`config.mk`:
```
export PLATFORM = sky130hd
export DESIGN_NAME = sha_round_ctrl
export DESIGN_NICKNAME = d
export VERILOG_FILES = /design/src/rtl/sha_round_ctrl.sv
export SDC_FILE = /design/constraint.sdc
export NUM_CORES = 1
export LEC_CHECK = 0
export ABC_AREA = 1
export CORE_MARGIN = 2
export CORE_UTILIZATION = 40
export DETAILED_ROUTE_END_ITERATION = 8
export DONT_BUFFER_PORTS = 1
export GPL_TIMING_DRIVEN = 0
export PLACE_DENSITY_LB_ADDON = 0.25
export SLEW_MARGIN = 20
export SYNTH_ARGS = -nofsm -noshare
export SYNTH_HDL_FRONTEND = slang
export SYNTH_SLANG_ARGS = --single-unit
```
`constraint.sdc`:
```
create_clock -name clk -period 2.6 [get_ports clk]
set_input_delay 0.13 -clock clk [delete_from_list [all_inputs] [get_ports clk]]
set_output_delay 0.13 -clock clk [all_outputs]
set_load 0.05 [all_outputs]
```
`src/rtl/sha_round_ctrl.sv`:
```
// Round sequencer for the SHA compression datapath: block handshake, working-variable load,
// round stepping with schedule stalls, final hash update and digest handshake.
module sha_round_ctrl #(
  parameter int RND_W = 7
) (
  input  logic             clk,
  input  logic             rst,
  input  logic [2:0]       mode,
  input  logic             blk_valid,
  output logic             blk_ready,
  input  logic             blk_first,
  input  logic             blk_last,
  input  logic             w_valid,
  output logic             w_ready,
  output logic [RND_W-1:0] round,
  output logic [1:0]       ft,
  output logic             load_state,
  output logic             load_init,
  output logic             enable,
  output logic             update_hash,
  output logic             hash_valid,
  input  logic             hash_ready,
  output logic             err
);
  typedef enum logic [2:0] {S_IDLE, S_LOAD, S_ROUND, S_FINAL, S_DONE} state_t;

  state_t           r_state, w_next;
  logic [RND_W-1:0] r_round, w_last_rnd;
  logic [2:0]       r_mode;
  logic             r_first, r_last, r_err;
  logic             w_accept, w_adv;

  // sha224/sha256 run 64 rounds; sha1 and the 64-bit-word modes run 80
  assign w_last_rnd = (r_mode == 3'd1 || r_mode == 3'd2) ? RND_W'(63) : RND_W'(79);

  always_comb begin
    w_next      = r_state;
    w_accept    = 1'b0;
    w_adv       = 1'b0;
    blk_ready   = 1'b0;
    w_ready     = 1'b0;
    round       = '0;
    ft          = 2'd0;
    load_state  = 1'b0;
    load_init   = 1'b0;
    enable      = 1'b0;
    update_hash = 1'b0;
    hash_valid  = 1'b0;
    err         = 1'b0;
    // every output is forced low while reset is held
    if (!rst) begin
      round = r_round;
      err   = r_err;
      case (r_state)
        S_IDLE: begin
          blk_ready = 1'b1;
          w_accept  = blk_valid;
          if (blk_valid && mode != 3'd7) w_next = S_LOAD;
        end
        S_LOAD: begin
          load_state = 1'b1;
          load_init  = r_first;
          w_next     = S_ROUND;
        end
        S_ROUND: begin
          w_adv   = w_valid;
          enable  = w_valid;
          w_ready = w_valid;
          if (r_mode == 3'd0) begin
            if (r_round < RND_W'(20))      ft = 2'd0;
            else if (r_round < RND_W'(40)) ft = 2'd1;
            else if (r_round < RND_W'(60)) ft = 2'd2;
            else                           ft = 2'd3;
          end
          if (w_valid && r_round == w_last_rnd) w_next = S_FINAL;
        end
        S_FINAL: begin
          update_hash = 1'b1;
          w_next      = r_last ? S_DONE : S_IDLE;
        end
        S_DONE: begin
          hash_valid = 1'b1;
          if (hash_ready) w_next = S_IDLE;
        end
        default: w_next = S_IDLE;
      endcase
    end
  end

  always_ff @(posedge clk) begin
    if (rst) begin
      r_state <= S_IDLE;
      r_round <= '0;
      r_mode  <= 3'd0;
      r_first <= 1'b0;
      r_last  <= 1'b0;
      r_err   <= 1'b0;
    end else begin
      r_state <= w_next;
      r_err   <= w_accept && (mode == 3'd7);
      if (w_accept) begin
        r_mode  <= mode;
        r_first <= blk_first;
        r_last  <= blk_last;
      end
      if (w_adv) r_round <= (r_round == w_last_rnd) ? '0 : r_round + RND_W'(1);
    end
  end
endmodule

```
==> results list <==
* Commonest cells after routing, fill and taps aside: nand2_1 (26), inv_1 (22), nor2_1 (17)
* Largest buffer count on any clock path: 2
* Vias per cell: 5.238
- Summing the sequential cell areas from Yosys gives 35.41% of the chip area.
- Buffers added to address setup during post-CTS repair amount to 0.
* Avg WL per Cell: around 13 um
* Instance count after placement with tap cells included: ~160
- For this block, the routed nets add up to 2158 um of wire.
* Global-route wire length before repair: 3429 um
* Main flop type after synthesis: dfxtp_1
* Final setup violation count: 0
- The filler cells instantiated in the layout total 236.
* Starting DRT DRC Count: 30
- Fraction of layout cells with a size suffix above 1: approximately a tenth
- The number of endpoints with negative hold slack in the final report was 0.
- Clock-pin slew was measured on the worst setup and hold paths at 0.10 ns.
* Global-route total usage across every layer: about 17%
- The count of buffers added on input and output ports is 0.
- Startpoint of the worst register-to-register path: r_state[1]
* Critical path required time: 2.47 ns
- Root buffer cell: clkbuf_4
* Cell Area, Synth: about 900 um2
- Setup repair after global routing left no endpoint under its margin.
- At the worst endpoint, the arrival time is roughly 2.1 ns.
- The floorplan step defined a die boundary enclosing around 2700 um2.
- Across the routed clock network, the largest skew measured is roughly 0.0028 ns.
- Area inside the core boundary: approximately 2200 um2
- Crit path from: r_state[1]
- Number of global-route vias before repair: 854
* Warnings from Yosys: 0
- Final slew viol count: 0
- Net count reported at finish: 156
- The slowest stage of the critical path belongs to the cell a21oi_1.
* Final critical-path share of the clock period: between 80% and 90%
- Critical path fanouts, max: 6
* Slew headroom: a little under a third
* Crit Path Category: register to output pin
- Total power density per cell area: 541.2 nW/um2
* Synthesized netlist net count: roughly 150
* Rows: 17
- Counting flops with an async set or reset pin after synthesis yields a share of 0%.
- Total number of vias: ~900
- The signal on the critical path passes through nand3_4 -> inv_1 -> nand4_1 -> a21oi_1.
- After detailed routing, the number of remaining DRC violations is 0.
* Actual transition at the worst max-transition pin: roughly 1 ns
- TritonCTS clock tree: done
- Post-route setup TNS: 0 ns
* Reg2reg path depth: 5
* Initial antenna violation count: 0
* Worst reg2reg endpoint: r_round[2]
* Worst path top cell family by delay: compound AO/OA/AOI/OAI gates
- Buffers inserted during clock tree synthesis total 3.
- Maximum capacitance violations: 0
- In this design, the stage delay of the slowest critical-path cell is 0.82 ns.
- The number of antenna diodes in the final layout is 0.
- The tightest min-delay check is of the input pin to register type.
- The run finished with clean final reports.
* Count of TritonRoute iterations in the first routing pass: 4
- Cell count after synthesis: roughly 130
- The congestion estimate from routability-driven global placement came to about 0.84.
- Once the floorplan was initialized, standard cells occupied between 40% and 50% of the core.
* Final core utilization: about half
* Count of state elements after synthesis: 16
* Total gr overflow: 0
- The setup check on the worst reg-to-reg path leaves a slack of roughly 0.57 ns.
- Across the VDD grid, the largest voltage drop is between 0.0003 and 0.0004 V.
- Fmax: 457.7 MHz
- Count of H-tree levels built during CTS: 1
- HPWL after detailed placement: roughly 1600 um
- From left edge to right edge, the die measures 51.56 um.
- Clock tree synthesis found a total of 16 sinks.
- The die is approximately 52 um tall.
- Antenna-violating nets left: 0
* Crit path buffers/inverters: 1
* Yosys cell types: 20
* Post-synthesis average cell area: just under 7 um2
* Number of placed I/O pins: 27
* CP startpoint kind: register
- Static Leakage: about 0.41 nW
- Area grow syn2layout: 17.15%
- The routed design could run at a clock period as short as 2.185 ns.
- Count of flip-flops with a built-in enable after synthesis: 0
* Finished Layout Cells: ~170
- Worst skew pair latency: approximately 0.28 ns
* Commonest non-fill, non-tap cell in the layout: nand2_1
- Worst setup path endpoint: ft[1]
- STA classifies the critical path endpoint as an output pin.
- Entering global routing, the biggest net connects 12 pins.
- Logic depth of the worst path, buffers included: 4
how the worst min path moves through the flow:
stage	from	to	depth (start not counted)
global placement	blk_first	r_first	2
floorplan	blk_first	r_first	2
CTS	rst	r_mode[2]	2
detailed placement	mode[0]	r_mode[0]	2
finish	rst	r_mode[2]	2
global route	rst	r_mode[2]	2
synthesized netlist by cell type (2+ instances only):
| master | instances | share of area [%] |
|---|---|---|
| xor2_1 | 3 | 2.9 |
| o21ai_0 | 8 | 4.4 |
| nand4_1 | 5 | 3.5 |
| nor3_1 | 8 | 4.4 |
| nor2_1 | 17 | 7.1 |
| nand2_1 | 26 | 11 |
| nor4_1 | 2 | 1.4 |
| a21oi_1 | 6 | 3.3 |
| nand3_1 | 12 | 6.6 |
| inv_1 | 22 | 9.1 |
| dfxtp_1 | 16 | 35 |
worst register-to-register path: cells and delay by family (launching register included):
family | cells | cell delay (ns)
buffers and inverters | 1 | 0.23
and+or+nand+nor | 4 | 1.12
DFF | 1 | 0.57
final cells by class:
type                    instances  area (um2)  area share (%)
clock buffers                   4       36.28           3.424
plain buffers                   3       16.27           1.535
multi-input cells              93       511.7           48.29
repair buffers                  6       57.56           5.431
flip-flops and latches         16       320.3           30.22
well taps                      28       35.03           3.306
inverters                      22       82.58           7.792
sequential cells by signal (all words and copies together), names as in the netlist:
name     flops
r_err        1
r_first      1
r_last       1
r_mode       3
r_round      7
r_state      3
report_power, final:
group	internal (mW)	switching (mW)
Sequential	0.261	0.0187
Clock	0.0851	0.0786
Combinational	0.0368	0.0931
Total	0.383	0.190
metrics by stage:
| step | total power [mW] | setup WS [ns] | hold slack (ns) | area [um2] |
|---|---|---|---|---|
| 2_1_floorplan | 0.3796 | 0.3747 | 0.2427 | 904.6 |
| 3_3_place_gp | 0.3950 | 0.2951 | 0.2486 | 939.7 |
| 3_5_place_dp | 0.4037 | 0.6044 | 0.2518 | 964.7 |
| 4_1_cts | 0.5725 | 0.4450 | 0.04057 | 1051 |
| 5_1_grt | 0.6024 | 0.3202 | 0.05897 | 1060 |
| 6_report | 0.5736 | 0.4153 | 0.05438 | 1060 |
what timing repair did:
item | CTS | global route
hold buffers | 5 | 0
endpoints found under the hold margin | 5 | 0
gates resized for setup | 0 | 0
cell families (layout without fill, tap and decap cells):
| group | after synthesis | count (layout) | synth area share [%] |
|---|---|---|---|
| xor+xnor | 3 | 3 | 2.905 |
| buf+inv | 25 | 35 | 10.93 |
| flops | 16 | 16 | 35.41 |
| compound gates | 14 | 14 | 7.746 |
| simple gates | 75 | 75 | 41.63 |
| fa+ha+maj | 1 | 1 | 1.383 |
layer usage:
layer	wire, um	GRT usage, %
met3	102	3.448
met4	17	10.53
met2	1056	27.35
met1	980	21.48
met5	0	0
Power figures use the tool's default switching activity.
